[src/rtl/dispenser_pkg.sv]
// Shared types and helpers for the dose-schedule timekeeper: field encodings,
// FSM states and the packed H:M:S time value with its wrap-around increments.
package dispenser_pkg;

    localparam int unsigned SEC_MAX  = 59;
    localparam int unsigned MIN_MAX  = 59;
    localparam int unsigned HOUR_MAX = 23;

    localparam logic [1:0] FIELD_SEC  = 2'd0;
    localparam logic [1:0] FIELD_MIN  = 2'd1;
    localparam logic [1:0] FIELD_HOUR = 2'd2;
    localparam logic [1:0] FIELD_NONE = 2'd3;

    typedef enum logic [1:0] {RUN, SET, COMMIT} state_t;

    typedef struct packed {
        logic [4:0] hours;
        logic [5:0] minutes;
        logic [5:0] seconds;
    } hms_t;

    function automatic logic [5:0] wrap6(input logic [5:0] v, input logic [5:0] max);
        return (v == max) ? 6'd0 : v + 6'd1;
    endfunction

    function automatic logic [4:0] wrap5(input logic [4:0] v, input logic [4:0] max);
        return (v == max) ? 5'd0 : v + 5'd1;
    endfunction

    // One-second advance with full carry chain; 23:59:59 rolls to 00:00:00.
    function automatic hms_t hms_tick(input hms_t t);
        hms_t r;
        r = t;
        r.seconds = wrap6(t.seconds, 6'(SEC_MAX));
        if (t.seconds == 6'(SEC_MAX)) begin
            r.minutes = wrap6(t.minutes, 6'(MIN_MAX));
            if (t.minutes == 6'(MIN_MAX)) begin
                r.hours = wrap5(t.hours, 5'(HOUR_MAX));
            end
        end
        return r;
    endfunction

    // Single-field bump with independent wrap and no carry.
    function automatic hms_t hms_bump(input hms_t t, input logic [1:0] field);
        hms_t r;
        r = t;
        case (field)
            FIELD_SEC:  r.seconds = wrap6(t.seconds, 6'(SEC_MAX));
            FIELD_MIN:  r.minutes = wrap6(t.minutes, 6'(MIN_MAX));
            FIELD_HOUR: r.hours   = wrap5(t.hours, 5'(HOUR_MAX));
            default:    ;
        endcase
        return r;
    endfunction

endpackage

[src/rtl/dose_schedule_clock_hms_counter.sv]
// H:M:S register with priority load > carry tick > single-field increment.
module hms_counter
    import dispenser_pkg::*;
(
    input  logic       clock,
    input  logic       reset,
    input  logic       load,
    input  hms_t       load_val,
    input  logic       tick,
    input  logic       inc,
    input  logic [1:0] field,
    output hms_t       value
);

    always_ff @(posedge clock or negedge reset) begin
        if (!reset) begin
            value <= '0;
        end else if (load) begin
            value <= load_val;
        end else if (tick) begin
            value <= hms_tick(value);
        end else if (inc) begin
            value <= hms_bump(value, field);
        end
    end

endmodule

[src/rtl/dose_schedule_clock.sv]
// Time-of-day keeper with set mode and NUM_ALARMS dose alarms; matched alarms are
// queued as pending flags and issued lowest-index first over a valid/ack handshake.
module dose_schedule_clock
    import dispenser_pkg::*;
#(
    parameter int unsigned NUM_ALARMS = 4,
    parameter int unsigned TICK_DIV   = 50000000,
    parameter int unsigned IDX_W      = (NUM_ALARMS > 1) ? $clog2(NUM_ALARMS) : 1
) (
    input  logic                  clock,
    input  logic                  reset,
    input  logic                  set,
    input  logic [1:0]            sel_field,
    input  logic                  inc,
    input  logic                  alarm_wr,
    input  logic [IDX_W-1:0]      alarm_idx,
    input  logic                  alarm_en_in,
    input  logic [4:0]            alarm_hours,
    input  logic [5:0]            alarm_minutes,
    input  logic [5:0]            alarm_seconds,
    input  logic                  dispense_ack,
    output logic [4:0]            outhours,
    output logic [5:0]            outminutes,
    output logic [5:0]            outseconds,
    output logic                  set_active,
    output logic [NUM_ALARMS-1:0] alarm_pending,
    output logic                  dispense_valid,
    output logic [IDX_W-1:0]      dispense_idx
);

    localparam int unsigned      PRE_W    = $clog2(TICK_DIV);
    localparam logic [PRE_W-1:0] PRE_TERM = PRE_W'(TICK_DIV - 1);

    state_t                state;
    logic [PRE_W-1:0]      pre_cnt;
    logic                  tick;
    hms_t                  live;
    hms_t                  shadow;
    hms_t                  live_post;
    hms_t                  display;
    hms_t                  alarm_wr_val;
    hms_t                  alarm_time [NUM_ALARMS];
    logic [NUM_ALARMS-1:0] alarm_en;
    logic [NUM_ALARMS-1:0] match;
    logic [NUM_ALARMS-1:0] pending_d;
    logic [IDX_W-1:0]      lowest_idx;

    // COMMIT restarts the prescaler, so any tick landing on that edge is dropped.
    assign tick      = (state != COMMIT) && (pre_cnt == PRE_TERM);
    assign live_post = tick ? hms_tick(live) : live;

    assign alarm_wr_val = '{hours: alarm_hours, minutes: alarm_minutes, seconds: alarm_seconds};

    hms_counter u_live (
        .clock    (clock),
        .reset    (reset),
        .load     (state == COMMIT),
        .load_val (shadow),
        .tick     (tick),
        .inc      (1'b0),
        .field    (FIELD_NONE),
        .value    (live)
    );

    hms_counter u_shadow (
        .clock    (clock),
        .reset    (reset),
        .load     ((state == RUN) && set),
        .load_val (live_post),
        .tick     (1'b0),
        .inc      ((state == SET) && inc),
        .field    (sel_field),
        .value    (shadow)
    );

    assign set_active = (state == SET) || (state == COMMIT);
    assign display    = set_active ? shadow : live;
    assign outhours   = display.hours;
    assign outminutes = display.minutes;
    assign outseconds = display.seconds;

    always_comb begin
        match      = '0;
        pending_d  = alarm_pending;
        lowest_idx = '0;
        for (int i = 0; i < NUM_ALARMS; i++) begin
            match[i] = (state == RUN) && tick && alarm_en[i] && (alarm_time[i] == live_post);
            if (dispense_valid && dispense_ack && (dispense_idx == IDX_W'(i))) begin
                pending_d[i] = 1'b0;
            end
        end
        // A fresh match beats a simultaneous ack of the same slot.
        pending_d = pending_d | match;
        for (int i = NUM_ALARMS - 1; i >= 0; i--) begin
            if (alarm_pending[i]) begin
                lowest_idx = IDX_W'(i);
            end
        end
    end

    always_ff @(posedge clock or negedge reset) begin
        if (!reset) begin
            state <= RUN;
        end else begin
            case (state)
                RUN:     if (set) state <= SET;
                SET:     if (!set) state <= COMMIT;
                default: state <= RUN;
            endcase
        end
    end

    always_ff @(posedge clock or negedge reset) begin
        if (!reset) begin
            pre_cnt <= '0;
        end else if ((state == COMMIT) || (pre_cnt == PRE_TERM)) begin
            pre_cnt <= '0;
        end else begin
            pre_cnt <= pre_cnt + 1'b1;
        end
    end

    always_ff @(posedge clock or negedge reset) begin
        if (!reset) begin
            for (int i = 0; i < NUM_ALARMS; i++) begin
                alarm_time[i] <= '0;
            end
            alarm_en       <= '0;
            alarm_pending  <= '0;
            dispense_valid <= 1'b0;
            dispense_idx   <= '0;
        end else begin
            for (int i = 0; i < NUM_ALARMS; i++) begin
                if (alarm_wr && (alarm_idx == IDX_W'(i))) begin
                    alarm_time[i] <= alarm_wr_val;
                    alarm_en[i]   <= alarm_en_in;
                end
            end
            alarm_pending <= pending_d;
            if (dispense_valid) begin
                if (dispense_ack) begin
                    dispense_valid <= 1'b0;
                end
            end else if (|alarm_pending) begin
                dispense_valid <= 1'b1;
                dispense_idx   <= lowest_idx;
            end
        end
    end

endmodule

[config.mk]
export PLATFORM = sky130hd
export DESIGN_NAME = dose_schedule_clock
export DESIGN_NICKNAME = d
export VERILOG_FILES = /design/src/rtl/dispenser_pkg.sv /design/src/rtl/dose_schedule_clock_hms_counter.sv /design/src/rtl/dose_schedule_clock.sv
export SDC_FILE = /design/constraint.sdc
export NUM_CORES = 1
export LEC_CHECK = 0
export CORE_MARGIN = 3
export CORE_UTILIZATION = 55
export CTS_CLUSTER_DIAMETER = 60
export CTS_CLUSTER_SIZE = 14
export DETAILED_ROUTE_END_ITERATION = 8
export GPL_ROUTABILITY_DRIVEN = 0
export PLACE_DENSITY = 0.8
export SLEW_MARGIN = 20
export SYNTH_ARGS = -nofsm -noshare
export SYNTH_HDL_FRONTEND = slang
export SYNTH_SLANG_ARGS = --single-unit
[constraint.sdc]
create_clock -name clock -period 8.6 [get_ports clock]
set_input_delay 1.72 -clock clock [delete_from_list [all_inputs] [get_ports clock]]
set_output_delay 1.72 -clock clock [all_outputs]
set_load 0.02 [all_outputs]
==> results of run 1 <==
==> synthesized netlist by cell type (3+ instances only) <==
library cell	instances
mux2_2	94
nand4_1	15
o21ai_0	46
a31oi_1	6
a2111oi_0	3
a221oi_1	3
clkbuf_1	29
dfrtp_1	141
nand2b_1	5
o211ai_1	4
nand3b_1	3
a21oi_1	23
nand2_1	77
a21boi_0	3
nor3_1	21
inv_1	25
or4_1	4
nor4b_1	3
nor4_1	9
and3_1	11
xnor2_1	65
ha_1	12
nand3_1	30
o311ai_0	5
a211o_1	3
o2111ai_1	7
o22ai_1	11
a211oi_1	5
mux2i_1	9
o21a_1	3
o31ai_1	6
and4_1	3
or2_2	4
or3_1	4
nor2_1	71
and4b_1	3
xor2_1	30
nor3b_1	3
and2_1	3
nand4b_1	3
==> registers in the layout (all words and copies together), names as in the netlist <==
name	flops
dispense_valid	1
u_shadow.value	17
alarm_time	68
state	2
dispense_idx	2
alarm_en	4
alarm_pending	4
pre_cnt	26
u_live.value	17
==> critical path, delay by kind of cell (launching register included) <==
kind	cells	cell delay, ns
buf+inv	2	0.64
fa+ha+maj	1	0.90
mux	1	0.43
flops	1	0.37
==> power by group <==
part	total, mW	switching [mW]	leakage, nW	internal [mW]
clock network	0.746	0.291	0.286	0.456
logic	0.996	0.547	1.73	0.449
registers	1.02	0.215	1.76	0.807
==> logic make-up (layout without fill, tap and decap cells) <==
family | count (synthesis) | count (layout)
AO/OA/AOI/OAI | 145 | 145
XOR/XNOR | 95 | 95
adder cells (fa/ha/maj) | 12 | 12
buffers and inverters | 59 | 116
flip-flops | 141 | 141
multiplexers | 103 | 103
AND/OR/NAND/NOR | 282 | 282
==> how the worst max path moves through the flow <==
stage / startpoint / to / cells past startpoint
4_1_cts: state[0] / outseconds[4] / 4
5_1_grt: state[0] / outminutes[2] / 5
6_report: state[0] / outseconds[4] / 4
2_1_floorplan: state[0] / outhours[1] / 5
3_5_place_dp: state[0] / outseconds[4] / 4
3_3_place_gp: state[0] / outseconds[4] / 4
==> per-layer routing <==
metal	routed length [um]	share of wire (%)
met5	0	0
met4	583	2.6
met3	1920	8.7
met2	9520	43
met1	10000	46
==> stage by stage <==
stage               total power, mW  area (um2)  setup WS (ns)
finish                         2.76        9530           4.11
global route                   2.91        9530           3.99
CTS                            2.75        9530           4.09
detailed placement             2.00        8930           4.57
global placement               1.97        8930           4.63
floorplan                      1.63        8260           5.05
==> final cells by class <==
| cell class | count | area (um2) |
|---|---|---|
| clock buffer | 18 | 429 |
| clock inverter | 14 | 168 |
| tap | 184 | 230 |
| fill | 1165 | 5110 |
| timing repair buffer | 58 | 567 |
| multi-input combinational | 637 | 4510 |
| sequential | 141 | 3530 |
| inverter | 26 | 97.6 |
==> placed cells by master, fill, tap and decap left out, types with 25 or more instances in the layout <==
cell type	instances
mux2_2	94
o21ai_0	46
xor2_1	30
nor2_1	71
inv_1	25
dfrtp_1	141
xnor2_1	65
clkdlybuf4s50_1	51
nand3_1	30
nand2_1	77
==> summary.md, run 1 <==
| Metric | Value |
|---|---|
| Clock latency on the worst-skew pair | roughly 0.43 ns |
| Syn_area_per_cell | slightly below 10 um2 |
| Post-synthesis mux area share | 13.9% |
| Vias in the first global route | 6478 |
| Area contributors post-synth | dfrtp_1 43%, mux2_2 13%, xnor2_1 6.9%, nand2_1 3.5%, nor2_1 3.2% |
| Post-CTS Hold Fix Bufs | 0 |
| Clock transition at path regs | approximately 0.06 ns |
| Outcome | completed |
| CP required | slightly below 7 ns |
| Initial Util | a little under three fifths |
| Grt ovf | 0 |
| CP Max Fanout | 26 |
| Diode count | 0 |
| Area grow syn2layout | 15.3% |
| Sequential cell area fraction in the yosys report | 42.7% |
| YS warnings | 0 |
| Busiest grt layer | met1 |
| Post-Synth XOR/XNOR Area | approximately a tenth |
| RSZ-0062 raised after global routing | no |
| Row cnt | 44 |
| Pre-antenna DRT Iters | 5 |
| Post-synth top area cell | dfrtp_1 |
| EDFF count, synth | 0 |
| Fin cells | ~1100 |
| Total track usage | 27.4% |
| HPWL after DPL | approximately 16 mm |
| Mapped Area | around 8300 um2 |
| Global-route wire length before repair | 34.9 mm |
| Fin nets | ~920 |
| Setup TNS | 0 ns |
| Placed insts | approximately 1000 |
| Asr flop ratio synth | between 90% and 100% |
| Synth cell types | 65 |
| Post CTS Setup Buffer Count | 0 |
| Fin. Hold Viols | 0 |
| Post-Synth Simple-Gate Area | 17.2% |
| Max stage delay cell, worst path | ha_1 |
| Met3 Track Usage GR | a little under 7% |
| Drt wl/cell | roughly 20 um |
| Die Wd | approximately 130 um |
| Largest net degree at the start of global routing | 75 |
| Maximum clock frequency | between 200 and 250 MHz |
| Reg2reg path depth | 9 |
| Leakage | 3.77 nW |
| Slew Limit Fails | 0 |
| Crit-path cells | inv_1 -> ha_1 -> mux2_2 -> clkdlybuf4s50_1 |
| CTS tree | done |
| Post-CTS Resized | 0 |
| H-tree depth | 4 |
| DIE AREA | roughly 17000 um2 |
| CTS sink count | ~140 |
| Max_cap viols | 0 |
| Delay of the slowest critical-path stage | ~0.90 ns |
| Drt drc | 0 |
| Grt met2 use | 39.1% |
| Element type at the critical path end | primary output |
| Hold Path Cell Cnt | 1 |
| Final setup viols | 0 |
| Tmin final | between 4 and 5 ns |
| IO Pins | between 50 and 60 |
| Synthesized netlist cell count | 837 |
| Die Y | approximately 130 um |
| Startpoint Class | flip-flop |
| CTS Buffer Depth | 2 |
| Vias | a little under 7000 |
| Hold Crit Class | reg2reg |
| First DRT Iteration DRCs | 662 |
| Post-synthesis compound-gate area fraction | between 10 and 15% |
| Core Region | between 10000 and 15000 um2 |
| TritonCTS Buffers | 17 |
| Maximum vdd drop | ~0.17 mV |
| Pwr dens | 290 nW/um2 |
| IO buf count | between 50 and 60 |
| Final Hold Slack | around 0.48 ns |
| Final wirelength | approximately 22 mm |
| Largest family of logic cells by synthesized area | simple AND/OR/NAND/NOR gates |
| Syn nets | about 880 |
| Worst Path Arrival | about 2.8 ns |
| Worst Setup Path Type | reg2out |
| Met1 Use GR | about 40% |
| Final Core Density | 65.1% |
| Top FF cell, synth | dfrtp_1 |
| Final period utilization | about 52% |
| Initial antenna violation count | 0 |
| Worst rel slew slack | a little over a quarter |
| Antenna-violating nets left | 0 |
| Skew final | around 0.015 ns |
| Worst r2r src | pre_cnt[0] |
| Share of cells above drive strength 1 | approximately 16% |
| Worst Min Path Start | pre_cnt[0] |
| Top-area cell type share of the netlist area | roughly 43% |
| Worst-Margin Slew | 1.09 ns |
| Post-synthesis adder-cell area fraction | under 10% |
| R2R Path End | alarm_pending[0] |
| Clock tree root buffer cell | clkbuf_16 |
| Seq cells post-synth | about 140 |
| Post-DR vias/cell | ~6.5 |
| Reg2reg setup slack | roughly 4.5 ns |
| Worst Hold Endpoint | pre_cnt[0] |
(Power assumes the default switching activity.)
==> inputs of run 2 (changes only) <==
==> constraint.sdc (replaced) <==
create_clock -name clock -period 4.6 [get_ports clock]
set_input_delay 0.92 -clock clock [delete_from_list [all_inputs] [get_ports clock]]
set_output_delay 0.92 -clock clock [all_outputs]
set_load 0.02 [all_outputs]
==> run 2 against run 1 <==
  * Power is 90% higher
  * Worst hold slack improved by 0.0092 ns
  * Global-route usage up 0.77 points
  * Wire length grew 2.3%
  * Non-clock buffer count is 2 higher
  * Largest cell class unchanged
==> summary.md, run 2 (synthesis results as in run 1) <==
| Metric | Value |
|---|---|
| Skew final | 0.0140 ns |
| Initial Util | between 50% and 60% |
| CP Max Fanout | 27 |
| CP required | slightly below 5 ns |
| CTS Buffer Depth | 2 |
| Vias | approximately 7000 |
| Core Region | between 10000 and 15000 um2 |
| Startpoint Class | flip-flop |
| Grt ovf | 0 |
| Metal3 WL | around 2.1 mm |
| Crit path top cell by count | nor4_1 |
| Global-route wire length before repair | about 36 mm |
| Commonest non-fill, non-tap cells in the layout | 141 x dfrtp_1, 94 x mux2_2, 77 x nand2_1 |
| Tmin final | between 4 and 5 ns |
| Design Power | about 5.3 mW |
| Largest net degree at the start of global routing | 102 |
| Outcome | completed |
| Antenna-violating nets left | 0 |
| CTS tree | done |
| Max stage delay cell, worst path | nor4_1 |
| Worst r2r src | state[0] |
| RSZ-0062 raised after global routing | no |
| IO Pins | 53 |
| IO buf count | 52 |
| Worst Path Arrival | roughly 4.6 ns |
| Drt wl/cell | around 21 um |
| Placed insts | 1048 |
| Clock transition at path regs | around 0.060 ns |
| Largest register FFs | 68 |
| Post CTS Setup Buffer Count | 0 |
| First DRT Iteration DRCs | between 800 and 900 |
| Max_cap viols | 0 |
| Post-CTS Resized | 0 |
| Final setup viols | 0 |
| Crit path launch | state[0] |
| R2R Path End | alarm_pending[2] |
| # fillers | roughly 1100 |
| Leakage | between 3 and 4 nW |
| Die Y | roughly 130 um |
| Fin cells | ~1100 |
| Vias in the first global route | about 6600 |
| H-tree depth | 4 |
| Final Core Density | roughly two thirds |
| Drt drc | 0 |
| Diode count | 0 |
| Final wirelength | ~23 mm |
| Fin. Hold Viols | 0 |
| Reg2reg setup slack | about 0.4 ns |
| Registers with the most flip-flops | alarm_time: 68 flops, pre_cnt: 26 flops |
| Area grow syn2layout | 16.0% |
| Commonest non-fill, non-tap cell in the layout | dfrtp_1 |
| Setup TNS | 0 ns |
| DR top layer | met4 |
| Crit path buf inv count | 2 |
| Pre-antenna DRT Iters | 7 |
| Final period utilization | between 90% and 100% |
| Reg2reg path depth | 10 |
| DIE AREA | between 15000 and 20000 um2 |
| Worst-Margin Slew | 1.05 ns |
| Worst Setup Path Type | reg2reg |
| Maximum vdd drop | between 0.4 and 0.5 mV |
| WL met1 | around 9.9 mm |
| Most flop-heavy register | alarm_time |
| Initial antenna violation count | 0 |
| Fin nets | 923 |
| Total track usage | between 20% and 30% |
| Post-CTS Hold Fix Bufs | 0 |
| Delay of the slowest critical-path stage | 0.85 ns |
| TritonCTS Buffers | 17 |
| Die Wd | between 100 and 150 um |
| Hold Crit Class | reg2reg |
| Fin worst setup slack | roughly 0.40 ns |
| Pre-CTS setup slack | 0.601 ns |
| Met2 WL | 9.84 mm |
| Row cnt | 44 |
| Maximum clock frequency | about 240 MHz |
| Share of cells above drive strength 1 | about 16% |
| Element type at the critical path end | flip-flop |
| Worst rel slew slack | about 30% |
| Slew Limit Fails | 0 |
| CP Capture Point | alarm_pending[2] |
| Clock tree root buffer cell | clkbuf_16 |
| CTS sink count | roughly 140 |
| HPWL after DPL | 16.2 mm |
| Pwr dens | between 500 and 600 nW/um2 |
| Crit-path cells | inv_1 -> ha_1 -> buf_4 -> nor4_1 -> nand2_1 -> a21oi_1 -> o22ai_1 -> or4_1 -> nor4_1 -> a31o_1 |
| Post-DR vias/cell | between 6 and 7 |
| Clock latency on the worst-skew pair | between 0.4 and 0.5 ns |
| Top delay family on crit path | simple AND/OR/NAND/NOR gates |
| Critical path depth | 10 |
-- run 2: cell count changes in the layout (fill, tap and decap cells not counted) --
cell	before	now
buf_4	6	8
bufinv_16	3	4
clkbuf_1	1	0
clkinv_2	4	0
clkinvlp_4	3	5
inv_6	2	4
-- run 2: worst reg2reg max path: stages (launching register included) --
cell     delay (ns)
dfrtp_1        0.38
inv_1          0.10
ha_1           0.25
buf_4          0.26
nor4_1         0.86
nand2_1        0.40
a21oi_1        0.58
o22ai_1        0.16
or4_1          0.59
nor4_1         0.37
a31o_1         0.19
-- run 2: worst min path at each step --
stage	startpoint	end	slack [ns]	depth (start not counted)
global placement	pre_cnt[0]	pre_cnt[0]	0.46	1
finish	pre_cnt[0]	pre_cnt[0]	0.49	1
detailed placement	pre_cnt[0]	pre_cnt[0]	0.49	1
CTS	pre_cnt[0]	pre_cnt[0]	0.50	1
global route	pre_cnt[0]	pre_cnt[0]	0.52	1
floorplan	pre_cnt[0]	pre_cnt[0]	0.45	1
-- run 2: layer usage --
layer,track usage (%),vias to the layer above
li1,-,3126
met1,42.4,3360
met2,40.6,430
met3,5.48,90
met4,10.3,0
met5,0,-
-- run 2: area by class of cell --
type / instances / area [um2] / share of cell area [%]
tap: 184 / 230 / 2.40
sequential: 141 / 3530 / 36.8
clock buffer: 17 / 425 / 4.44
inverter: 26 / 97.6 / 1.02
multi-input combinational: 637 / 4510 / 47.1
clock inverter: 15 / 210 / 2.19
timing repair buffer: 60 / 582 / 6.07
-- run 2: stage by stage --
| stage | area (um2) | hold WS [ns] |
|---|---|---|
| after floorplan | 8260 | 0.448 |
| after global placement | 8950 | 0.462 |
| after detailed placement | 8950 | 0.494 |
| after CTS | 9580 | 0.502 |
| after global routing | 9580 | 0.518 |
| final | 9580 | 0.494 |
-- run 2: power breakdown --
group	total [mW]	internal [mW]	switching [mW]
Clock	1.48	0.914	0.565
Sequential	1.91	1.51	0.406
Combinational	1.87	0.839	1.03
Total	5.26	3.26	2.00
